### src/rtl/hrs_12_to_24.sv
// hrs_12_to_24: registered 12-hour (1..12 + AM/PM) to 24-hour (0..23) converter; optional BCD output via HRS_12_TO_24_BCD_EN
module hrs_12_to_24 (
  input  logic       clk,
  input  logic       rst_n,
  input  logic       in_valid,
  input  logic [3:0] h12,
  input  logic       pm1,
  output logic       out_valid,
  output logic [4:0] h24,
`ifdef HRS_12_TO_24_BCD_EN
  output logic [7:0] h24_bcd,
`endif
  output logic       err
);
  logic       r_out_valid;
  logic       r_err;
  logic [4:0] r_h24;
  logic       w_legal;
  logic       w_load;
  logic [4:0] w_h24;
  assign w_legal = (h12 != 4'd0) && (h12 <= 4'd12);
  assign w_load  = in_valid && w_legal;
  assign w_h24   = (h12 == 4'd12) ? (pm1 ? 5'd12 : 5'd0)
                                  : ({1'b0, h12} + (pm1 ? 5'd12 : 5'd0));
  // strobe and error flag follow every cycle's in_valid; a reset drops any in-flight result
  always_ff @(posedge clk or negedge rst_n) begin
    if (!rst_n) begin
      r_out_valid <= 1'b0;
      r_err       <= 1'b0;
    end else begin
      r_out_valid <= in_valid;
      r_err       <= in_valid && !w_legal;
    end
  end
  // hour register only loads on a legal accepted input, otherwise holds
  always_ff @(posedge clk or negedge rst_n) begin
    if (!rst_n) r_h24 <= 5'd0;
    else if (w_load) r_h24 <= w_h24;
  end
`ifdef HRS_12_TO_24_BCD_EN
  logic [7:0] r_h24_bcd;
  logic [3:0] w_tens;
  logic [4:0] w_ones;
  assign w_tens = (w_h24 >= 5'd20) ? 4'd2 : (w_h24 >= 5'd10) ? 4'd1 : 4'd0;
  assign w_ones = (w_h24 >= 5'd20) ? w_h24 - 5'd20 : (w_h24 >= 5'd10) ? w_h24 - 5'd10 : w_h24;
  // BCD copy of the hour, loaded and held exactly like the binary hour
  always_ff @(posedge clk or negedge rst_n) begin
    if (!rst_n) r_h24_bcd <= 8'h00;
    else if (w_load) r_h24_bcd <= {w_tens, w_ones[3:0]};
  end
  assign h24_bcd = r_h24_bcd;
`endif
  assign out_valid = r_out_valid;
  assign err       = r_err;
  assign h24       = r_h24;
endmodule

### config.mk
export PLATFORM = sky130hd
export DESIGN_NAME = hrs_12_to_24
export DESIGN_NICKNAME = d
export VERILOG_FILES = /design/src/rtl/hrs_12_to_24.sv
export SDC_FILE = /design/constraint.sdc
export NUM_CORES = 1
export LEC_CHECK = 0
export BUFFER_PORTS_ARGS = -buffer_cell sky130_fd_sc_hd__buf_2
export CAP_MARGIN = 0
export CORE_AREA = 2 2 39 41
export CTS_CLUSTER_SIZE = 12
export DETAILED_ROUTE_END_ITERATION = 6
export DIE_AREA = 0 0 41 43
export PLACE_DENSITY = 0.51
export SLEW_MARGIN = 5
export SYNTH_ARGS = -nofsm -noshare
export SYNTH_HDL_FRONTEND = slang
export SYNTH_SLANG_ARGS = --single-unit
### constraint.sdc
create_clock -name clk -period 0.9 [get_ports clk]
set_input_delay 0.18 -clock clk [delete_from_list [all_inputs] [get_ports clk]]
set_output_delay 0.18 -clock clk [all_outputs]
set_load 0.01 [all_outputs]
==> out/qor.log, run 1 <==
qor: global_route.grt_util_all_layers 10.7%
qor: floorplanning.die-area 1760 sq um
qor: pwr.power_density 1560 nW/um^2
qor: timing.min_clock_period_post_route 1.13 ns
qor: logic_synthesis.synth.avg_cell_area 14.4 sq um
qor: timing.final-hold-violation-count 0
qor: cts.cts-htree-levels 1
qor: route.vias_per_cell 4.25
qor: logic_synthesis.synthesis.area 360 sq um
qor: critical_path.crit_fanout 5
qor: route.post_dr_wirelength_cell 10.3 um
qor: route.detailroute.via_count 293
qor: logic_synthesis.synth_seq_cells 7
qor: floorplanning.coreArea 1380 sq um
qor: min_path.worst_hold_class in2reg
qor: placed_design.place_congestion 0.695
qor: global_route.grt_antenna_before_repair 0
qor: layout.syn_to_final_growth 68.4%
qor: logic_synthesis.netlist_instances 25
qor: global_route.number_of_global_route_vias_before_repair 309
qor: global_route.grt_max_degree 8
qor: logic_synthesis.synth_top_cell_by_area sky130_fd_sc_hd__dfrtp_1
qor: timing.worst_hold_margin 0.0971 ns
qor: timing.final_worst_path_period_share 125%
qor: placed_design.number_of_buffers_added_on_ports 14
qor: job.drv_cap 0
qor: logic_synthesis.synthesis.nets 35
qor: logic_synthesis.area_share_of_the_leading_cell_type_in_the_synthesized_netlist 48.6%
qor: timing.final_max_slew_viol_count 0
qor: layout.layout.filler_cells 126
qor: cts.clk_pin_slew_worst_paths 0.05 ns
qor: critical_path.startpoint_type input pin
qor: cts.cts_buffer_depth 2
qor: timing.worst_case_clock_skew 0 ns
qor: layout.multi_input_comb_area 201 sq um
qor: layout.fraction_of_layout_instances_using_a_drive_strength_above_1 67.9%
qor: floorplanning.effective_utilization_at_floorplan 26.0%
qor: critical_path.worst-setup-path-type in2reg
qor: layout.antennaDiodeCount 0
qor: floorplanning.core.rowCount 14
qor: timing.setup_repair_after_global_routing_missed_its_margin true
qor: outcome.failed_checks setup timing
qor: cts.cts_tree yes
qor: logic_synthesis.synth-seq-area-share 48.6%
qor: critical_path.critical_path.endpoint_type flop
qor: timing.timing_worst_slew_pin_value 0.323 ns
qor: pwr.power.ir.vdd_worst 0.409 mV
qor: timing.max_freq 887 MHz
qor: critical_path.cp.required 1.03 ns
qor: route.ant_nets 0
qor: route.drtIter0Drc 4
qor: timing.worst_max_slew_margin_expressed_relative_to_the_limit 78.4%
qor: cts.cts_root_buf sky130_fd_sc_hd__clkbuf_4
qor: logic_synthesis.ys_top_cells_by_area sky130_fd_sc_hd__dfrtp_1 49%, sky130_fd_sc_hd__mux2_1 16%, sky130_fd_sc_hd__fa_1 5.6%
qor: layout.nets 64
qor: timing.number_of_setup_violations_in_the_final_report 13
qor: global_route.grt.overflow.total 0
qor: timing.fin_ws -0.228 ns
qor: timing.timing.setup.tns -1.38 ns
qor: logic_synthesis.post_synth_num_cell_types 13
qor: cts.tritoncts.num_buffers 3
qor: route.drc_errors 0
qor: floorplanning.die_h 43 um
qor: outcome.run_status complete, but fails checks
qor: route.routed_wirelength 714 um
qor: layout.final-seq-area 175 sq um
qor: critical_path.worstPathArrival 1.26 ns
qor: logic_synthesis.yosysWarningCount 0
qor: route.first_pass_drt_iterations 2
qor: cts.clock_insertion_delay_worst_skew 0.25 ns
qor: global_route.grt_first_pass_wirelength 1160 um
qor: pwr.power.leakage 0.307 nW
qor: floorplanning.ios 15
qor: cts.clock_sink_count 7
qor: floorplanning.die_w 41 um
## state kept, by name, indices dropped and copies added (netlist names)
name and count:
err 1, h24 5, out_valid 1
## synthesized netlist by cell type (all sizes together)
master  n
dfrtp   7
mux2    6
inv     3
a21boi  1
and4bb  1
fa      1
ha      1
mux2i   1
nand3   1
nor2    1
o211ai  1
or4     1
## cells by family (layout without fill, tap and decap cells)
logic type | Yosys count | count (layout) | synth area share [%]
multiplexers | 7 | 7 | 22.6
AO/OA/AOI/OAI | 2 | 2 | 4.17
buffers and inverters | 3 | 31 | 3.12
flip-flops | 7 | 7 | 48.6
AND/OR/NAND/NOR | 4 | 4 | 12.5
adder cells (fa/ha/maj) | 2 | 2 | 9.03
## layout make-up
type | count | share of cell area (%)
flip-flops and latches | 7 | 28.9
clock buffers | 4 | 4.33
multi-input cells | 15 | 33.2
repair buffers | 24 | 28.5
well taps | 16 | 3.30
inverters | 3 | 1.86
## critical path, stage by stage
cell                      delay, ns
sky130_fd_sc_hd__buf_6         0.09
sky130_fd_sc_hd__or4_4         0.55
sky130_fd_sc_hd__nand3_4       0.13
sky130_fd_sc_hd__mux2_4        0.31
## worst paths after layout
kind | start | to | slack [ns] | cells past startpoint
max reg2reg | h24[4] | h24[4] | 0.03 | 2
max | h12[1] | h24[4] | -0.23 | 4
min | in_valid | out_valid | 0.1 | 1
min reg2reg | h24[3] | h24[3] | 0.52 | 1
min in group asynchronous | rst_n | out_valid | 0.28 | 2
max in group asynchronous | rst_n | h24[2] | 0.47 | 2
## metrics by stage
step                      utilization, %  area [sq um]  total power, mW  cells  worst slack, ns
after global routing                43.9           607             1.01     69           -0.242
after detailed placement            35.8           495            0.619     59           -0.517
after global placement              35.8           495            0.613     59           -0.490
final                               43.9           607            0.948     69           -0.228
after CTS                           41.0           568            0.951     68           -0.223
after floorplan                        -           375            0.515     25           -0.354
## layer usage
metal / share of wire [%] / global-route usage [%] / wire length, um
met5: 0 / 0 / 0
met4: 5.5 / 16.0 / 39
met3: 5.0 / 0 / 36
met2: 51 / 14.1 / 362
met1: 39 / 12.1 / 276
## report_power, final
part,internal [mW],switching [mW]
Combinational,0.181,0.108
Sequential,0.361,0.0231
Clock,0.169,0.107
## what timing repair did
action / CTS / global route
setup buffers: 4 / 1
endpoints found under the setup margin: 12 / 12
pin swaps: 1 / 1
endpoints found under the hold margin: 7 / 0
hold buffers: 1 / 0
resized for setup: 2 / 7
## layout by cell type (no fill, tap or decap)
cell type | synthesis | layout
sky130_fd_sc_hd__mux2_4 | 1 | 5
sky130_fd_sc_hd__or4_4 | 1 | 1
sky130_fd_sc_hd__ha_4 | 0 | 1
sky130_fd_sc_hd__buf_2 | 0 | 10
sky130_fd_sc_hd__mux2_1 | 5 | 1
sky130_fd_sc_hd__nor2_1 | 1 | 1
sky130_fd_sc_hd__buf_6 | 0 | 4
sky130_fd_sc_hd__inv_1 | 3 | 2
sky130_fd_sc_hd__buf_4 | 0 | 9
sky130_fd_sc_hd__clkbuf_4 | 0 | 3
sky130_fd_sc_hd__dfrtp_1 | 7 | 7
sky130_fd_sc_hd__nand3_4 | 1 | 1
sky130_fd_sc_hd__clkbuf_1 | 0 | 1
sky130_fd_sc_hd__and4bb_2 | 1 | 1
sky130_fd_sc_hd__o211ai_1 | 1 | 1
sky130_fd_sc_hd__dlygate4sd3_1 | 0 | 1
sky130_fd_sc_hd__mux2i_1 | 1 | 1
sky130_fd_sc_hd__inv_2 | 0 | 1
sky130_fd_sc_hd__fa_1 | 1 | 1
sky130_fd_sc_hd__a21boi_1 | 0 | 1
Power figures use the tool's default switching activity.
==> inputs of run 2 (changes only) <==
CORE_AREA = 5 5 42 44   (was 2 2 39 41)
DIE_AREA = 0 0 47 49   (was 0 0 41 43)
==> out/qor.log, run 2 (same netlist as run 1, synthesis figures left out) <==
qor: critical_path.path_delay_family simple AND/OR/NAND/NOR gates
qor: route.ant_nets 0 [unchanged]
qor: outcome.run_status complete, but fails checks
qor: timing.final-hold-violation-count 0 [unchanged]
qor: layout.multi_input_comb_area 201 sq um [unchanged]
qor: cts.tritoncts.num_buffers 3 [unchanged]
qor: pwr.power_density 1590 nW/um^2 [+1.6%]
qor: pwr.power.ir.vdd_worst 0.468 mV [+14%]
qor: critical_path.max_stage_delay 0.54 ns [about the same]
qor: timing.number_of_setup_violations_in_the_final_report 12 [-1]
qor: global_route.number_of_global_route_vias_before_repair 322 [+4.2%]
qor: timing.final_max_slew_viol_count 0 [unchanged]
qor: cts.cts_buffer_depth 2 [unchanged]
qor: timing.worst_max_slew_margin_expressed_relative_to_the_limit 79.2% [+0.85 points]
qor: route.first_pass_drt_iterations 1 [-1]
qor: layout.nets 63 [-1.6%]
qor: layout.final-seq-area 175 sq um [unchanged]
qor: critical_path.worst-setup-path-type in2reg
qor: global_route.grt.overflow.total 0 [unchanged]
qor: cts.cts_root_buf sky130_fd_sc_hd__clkbuf_4
qor: route.drtIter0Drc 0 [-4]
qor: floorplanning.die_h 49 um [+14%]
qor: outcome.failed_checks setup timing
qor: min_path.holdCritStartpoint in_valid
qor: timing.setup_repair_after_global_routing_missed_its_margin true
qor: critical_path.timing.reg2reg.setup_slack 0.04 ns [about the same]
qor: timing.worst_hold_margin 0.0986 ns [+0.00157 ns]
qor: global_route.grt_max_degree 8 [unchanged]
qor: layout.fraction_of_layout_instances_using_a_drive_strength_above_1 65.4% [-2.5 points]
qor: layout.mostFrequentLayoutCells 10 x sky130_fd_sc_hd__buf_2, 8 x sky130_fd_sc_hd__buf_4, 7 x sky130_fd_sc_hd__dfrtp_1
qor: cts.clk_pin_slew_worst_paths 0.05 ns [about the same]
qor: global_route.grt_antenna_before_repair 0 [unchanged]
qor: route.drc_errors 0 [unchanged]
qor: layout.layout_commonest_cell sky130_fd_sc_hd__buf_2
qor: route.detailroute.via_count 289 [-1.4%]
qor: cts.cts_tree yes
qor: route.top_layer met4
qor: critical_path.crit_fanout 5 [unchanged]
qor: route.wl_met3 32 um [-11%]
qor: critical_path.worst_r2r_endpoint h24[3]
qor: layout.largest_reg_flops 5 [unchanged]
qor: critical_path.worstPathArrival 1.25 ns [about the same]
qor: route.wl_met1 267 um [-3.3%]
qor: placed_design.place_congestion 0.765 [+10%]
qor: pwr.power.leakage 0.303 nW [-1.4%]
qor: critical_path.count_of_buffer_and_inverter_cells_on_the_critical_path 1 [unchanged]
qor: floorplanning.die-area 2300 sq um [+31%]
qor: critical_path.cp.required 1.03 ns [about the same]
qor: timing.worst_case_clock_skew 0 ns [unchanged]
qor: timing.min_clock_period_post_route 1.12 ns [-0.00572 ns]
qor: timing.fin_ws -0.222 ns [+0.00572 ns]
qor: route.met2_length 419 um [+16%]
qor: route.vias_per_cell 4.25 [about the same]
qor: floorplanning.coreArea 1400 sq um [+1.3%]
qor: route.post_dr_wirelength_cell 11.3 um [+9.1%]
qor: floorplanning.core.rowCount 14 [unchanged]
qor: global_route.grt_util_all_layers 8.11% [-2.6 points]
qor: cts.clock_insertion_delay_worst_skew 0.24 ns [about the same]
qor: cts.cts-htree-levels 1 [unchanged]
qor: job.drv_cap 0 [unchanged]
qor: timing.max_freq 891 MHz [+0.51%]
qor: critical_path.reg2regPathDepth 2 [unchanged]
qor: critical_path.critical_path.endpoint_type flop
qor: floorplanning.effective_utilization_at_floorplan 25.7% [-0.33 points]
qor: min_path.worst_hold_class in2reg
qor: min_path.hold_depth 1 [unchanged]
qor: timing.timing.setup.tns -1.30 ns [+0.0888 ns]
qor: min_path.hold_path_endpoint out_valid
qor: critical_path.worstReg2RegStart h24[3]
qor: placed_design.number_of_buffers_added_on_ports 14 [unchanged]
qor: timing.final_worst_path_period_share 125% [-0.64 points]
qor: critical_path.startpoint_type input pin
qor: layout.syn_to_final_growth 66.3%
qor: cts.clock_sink_count 7 [unchanged]
qor: floorplanning.ios 15 [unchanged]
qor: critical_path.cp_slowest_cell sky130_fd_sc_hd__or4_4
qor: route.routed_wirelength 768 um [+7.6%]
qor: critical_path.critical_path.cell_chain buf_6 -> or4_4 -> nand3_4 -> mux2_4
qor: layout.antennaDiodeCount 0 [unchanged]
qor: floorplanning.die_w 47 um [+15%]
qor: timing.timing_worst_slew_pin_value 0.311 ns [-0.0127 ns]
qor: global_route.grt_first_pass_wirelength 1250 um [+7.7%]
qor: placed_design.hpwlAfterDp 648 um
qor: layout.layout.filler_cells 139 [+10%]
qor: layout.layout.core_utilization 42.8% [-1.1 points]
run 2: power breakdown:
part | internal, mW | switching [mW] | total, mW
Combinational | 0.185 | 0.112 | 0.296
Sequential | 0.361 | 0.0203 | 0.381
Clock | 0.168 | 0.105 | 0.274
run 2: through the flow:
step	worst slack, ns	instances	power, mW	cell area [sq um]
after floorplan	-0.354	25	0.515	375
after global placement	-0.488	58	0.612	488
after detailed placement	-0.521	58	0.621	488
after CTS	-0.218	67	0.958	582
after global routing	-0.248	68	1.00	599
final	-0.222	68	0.951	599
run 2: metal layers:
layer,up-vias,global-route usage [%]
li1,142,-
met1,132,7.71
met2,10,12.7
met3,5,0
met4,0,11.1
met5,-,0
run 2: worst max path at each step:
| stage | startpoint | to | cells past startpoint |
|---|---|---|---|
| floorplan | h12[0] | h24[4] | 3 |
| global placement | h12[2] | h24[3] | 6 |
| detailed placement | h12[2] | h24[3] | 6 |
| CTS | h12[3] | h24[1] | 4 |
| global route | h12[1] | h24[3] | 4 |
| finish | h12[1] | h24[1] | 4 |
run 2: cell type report:
| type | instances | share of cell area (%) |
|---|---|---|
| flip-flops and latches | 7 | 29.2 |
| multi-input cells | 15 | 33.6 |
| inverters | 3 | 1.88 |
| repair buffers | 23 | 27.6 |
| clock buffers | 4 | 4.38 |
| well taps | 16 | 3.34 |
run 2: what timing repair did:
item                                    CTS  global route
hold buffers                              1             0
pin swaps                                 1             2
hold endpoints to repair                  7             0
endpoints found under the setup margin   12            12
buffers inserted                          4             1
resized for setup                         6             2
==> inputs of run 3 (changes only) <==
CTS_BUF_LIST = sky130_fd_sc_hd__clkbuf_16   (was unset)
==> out/qor.log, run 3 (same netlist as run 1, synthesis figures left out) <==
qor: global_route.grt_max_degree 8 [unchanged]
qor: outcome.failed_checks setup timing
qor: route.drtIter0Drc 0 [unchanged]
qor: timing.worst_max_slew_margin_expressed_relative_to_the_limit 79.2% [unchanged]
qor: route.drc_errors 0 [unchanged]
qor: timing.max_freq 875 MHz [-1.8%]
qor: floorplanning.die_h 49 um [unchanged]
qor: timing.timing.setup.tns -1.26 ns [+0.0319 ns]
qor: job.drv_cap 0 [unchanged]
qor: critical_path.worst-setup-path-type in2reg
qor: cts.tritoncts.num_buffers 3 [unchanged]
qor: cts.cts-htree-levels 1 [unchanged]
qor: layout.antennaDiodeCount 0 [unchanged]
qor: placed_design.place_congestion 0.765 [unchanged]
qor: cts.cts_root_buf sky130_fd_sc_hd__clkbuf_16
qor: timing.final_max_slew_viol_count 0 [unchanged]
qor: layout.nets 63 [unchanged]
qor: pwr.power.leakage 0.329 nW [+8.6%]
qor: cts.clock_sink_count 7 [unchanged]
qor: outcome.run_status complete, but fails checks
qor: critical_path.worstPathArrival 1.25 ns [about the same]
qor: layout.layout_commonest_cell sky130_fd_sc_hd__buf_2
qor: timing.final_worst_path_period_share 127% [+2.3 points]
qor: route.ant_nets 0 [unchanged]
qor: pwr.design_power_total 1.41 mW [+48%]
qor: min_path.worst_hold_class in2reg
qor: cts.clk_pin_slew_worst_paths 0.03 ns [-0.02 ns]
qor: cts.clock_insertion_delay_worst_skew 0.23 ns [about the same]
qor: timing.timing_worst_slew_pin_value 0.311 ns [unchanged]
qor: global_route.grt_first_pass_wirelength 1270 um [+1.7%]
qor: route.post_dr_wirelength_cell 11.4 um [+0.78%]
qor: critical_path.max_stage_delay 0.54 ns [about the same]
qor: timing.final-hold-violation-count 0 [unchanged]
qor: placed_design.placed_cells_incl_taps 58 [unchanged]
qor: timing.min_clock_period_post_route 1.14 ns [+0.0210 ns]
qor: critical_path.startpoint_type input pin
qor: critical_path.critical_path.endpoint_type flop
qor: cts.cts_buffer_depth 2 [unchanged]
qor: floorplanning.die_w 47 um [unchanged]
qor: floorplanning.die-area 2300 sq um [unchanged]
qor: critical_path.cp.required 1.01 ns [-0.02 ns]
qor: placed_design.number_of_buffers_added_on_ports 14 [unchanged]
qor: cts.cts_tree yes
qor: timing.fin_ws -0.243 ns [-0.0210 ns]
qor: layout.fraction_of_layout_instances_using_a_drive_strength_above_1 65.4% [unchanged]
qor: route.routed_wirelength 774 um [+0.78%]
qor: layout.layout.cells.non_filler 68 [unchanged]
qor: layout.largest_reg_flops 5 [unchanged]
qor: pwr.power.ir.vdd_worst 1.02 mV [+120%]
qor: layout.syn_to_final_growth 79.9%
qor: timing.worst_hold_margin 0.118 ns [+0.0198 ns]
qor: floorplanning.effective_utilization_at_floorplan 25.7% [unchanged]
qor: timing.number_of_setup_violations_in_the_final_report 10 [-2]
qor: floorplanning.coreArea 1400 sq um [unchanged]
qor: global_route.number_of_global_route_vias_before_repair 320 [-0.62%]
qor: global_route.grt.overflow.total 0 [unchanged]
qor: route.vias_per_cell 4.25 [unchanged]
qor: route.first_pass_drt_iterations 1 [unchanged]
qor: critical_path.critical_path.cell_chain buf_6 -> or4_4 -> nand3_4 -> mux2_4
qor: critical_path.cp_slowest_cell sky130_fd_sc_hd__or4_4
qor: global_route.grt_util_all_layers 7.97% [-0.14 points]
qor: placed_design.placement.setup.worst_slack -0.521 ns [unchanged]
qor: timing.worst_case_clock_skew 0 ns [unchanged]
qor: floorplanning.ios 15 [unchanged]
qor: layout.mostFrequentLayoutCells 10 x sky130_fd_sc_hd__buf_2, 9 x sky130_fd_sc_hd__buf_4, 7 x sky130_fd_sc_hd__dfrtp_1
qor: placed_design.hpwlAfterDp 648 um [unchanged]
qor: critical_path.crit_fanout 5 [unchanged]
qor: pwr.power_density 2170 nW/um^2 [+37%]
qor: route.detailroute.via_count 289 [unchanged]
qor: global_route.grt_antenna_before_repair 0 [unchanged]
qor: timing.setup_repair_after_global_routing_missed_its_margin true
qor: floorplanning.core.rowCount 14 [unchanged]
run 3: changes by cell type in the layout (fill, tap and decap cells not counted), sizes merged:
cell and delta:
clkbuf -1, inv +1
run 3: cell type report:
type,count,area (sq um)
tap,16,20.0
fill,133,753
clock inverter,1,3.75
multi-input combinational,15,201
timing repair buffer,23,161
sequential,7,175
clock buffer,3,75.1
inverter,3,11.3
run 3: metal layers:
| layer | routed length [um] | vias up | track usage, % |
|---|---|---|---|
| met2 | 412 | 9 | 12.2 |
| li1 | - | 142 | - |
| met4 | 40 | 0 | 8.29 |
| met3 | 28 | 4 | 1.11 |
| met1 | 293 | 134 | 8.39 |
| met5 | 0 | - | 0 |
run 3: power by group:
part	internal (mW)	total [mW]	switching, mW
Combinational	0.183	0.295	0.112
Sequential	0.362	0.382	0.0202
Clock	0.576	0.729	0.152
run 3: critical path: cells and delay by family:
kind | cells | cell delay, ns
mux | 1 | 0.31
buf+inv | 1 | 0.09
simple gates | 2 | 0.66
run 3: metrics by stage:
stage / util, % / cell area [sq um]
2_1_floorplan: - / 375
3_3_place_gp: 34.8 / 488
3_5_place_dp: 34.8 / 488
4_1_cts: 45.3 / 634
5_1_grt: 46.3 / 648
6_report: 46.3 / 648
run 3: path summary, 6_finish.rpt:
| check | from | cells past startpoint | to | slack, ns |
|---|---|---|---|---|
| setup / recovery | h12[1] | 4 | h24[3] | -0.24 |
| hold / removal | in_valid | 1 | out_valid | 0.12 |
| setup reg to reg | h24[1] | 2 | h24[1] | 0.04 |
| hold reg to reg | h24[0] | 1 | h24[0] | 0.51 |
| max in group asynchronous | rst_n | 2 | h24[3] | 0.44 |
| min in group asynchronous | rst_n | 2 | err | 0.31 |
run 3: timing repair:
| action | CTS | global route |
|---|---|---|
| pin swaps | 1 | 2 |
| gates resized for setup | 6 | 1 |
| endpoints found under the setup margin | 10 | 13 |
| hold buffers | 1 | 0 |
| hold endpoints to repair | 7 | 0 |
| setup buffers | 4 | 1 |
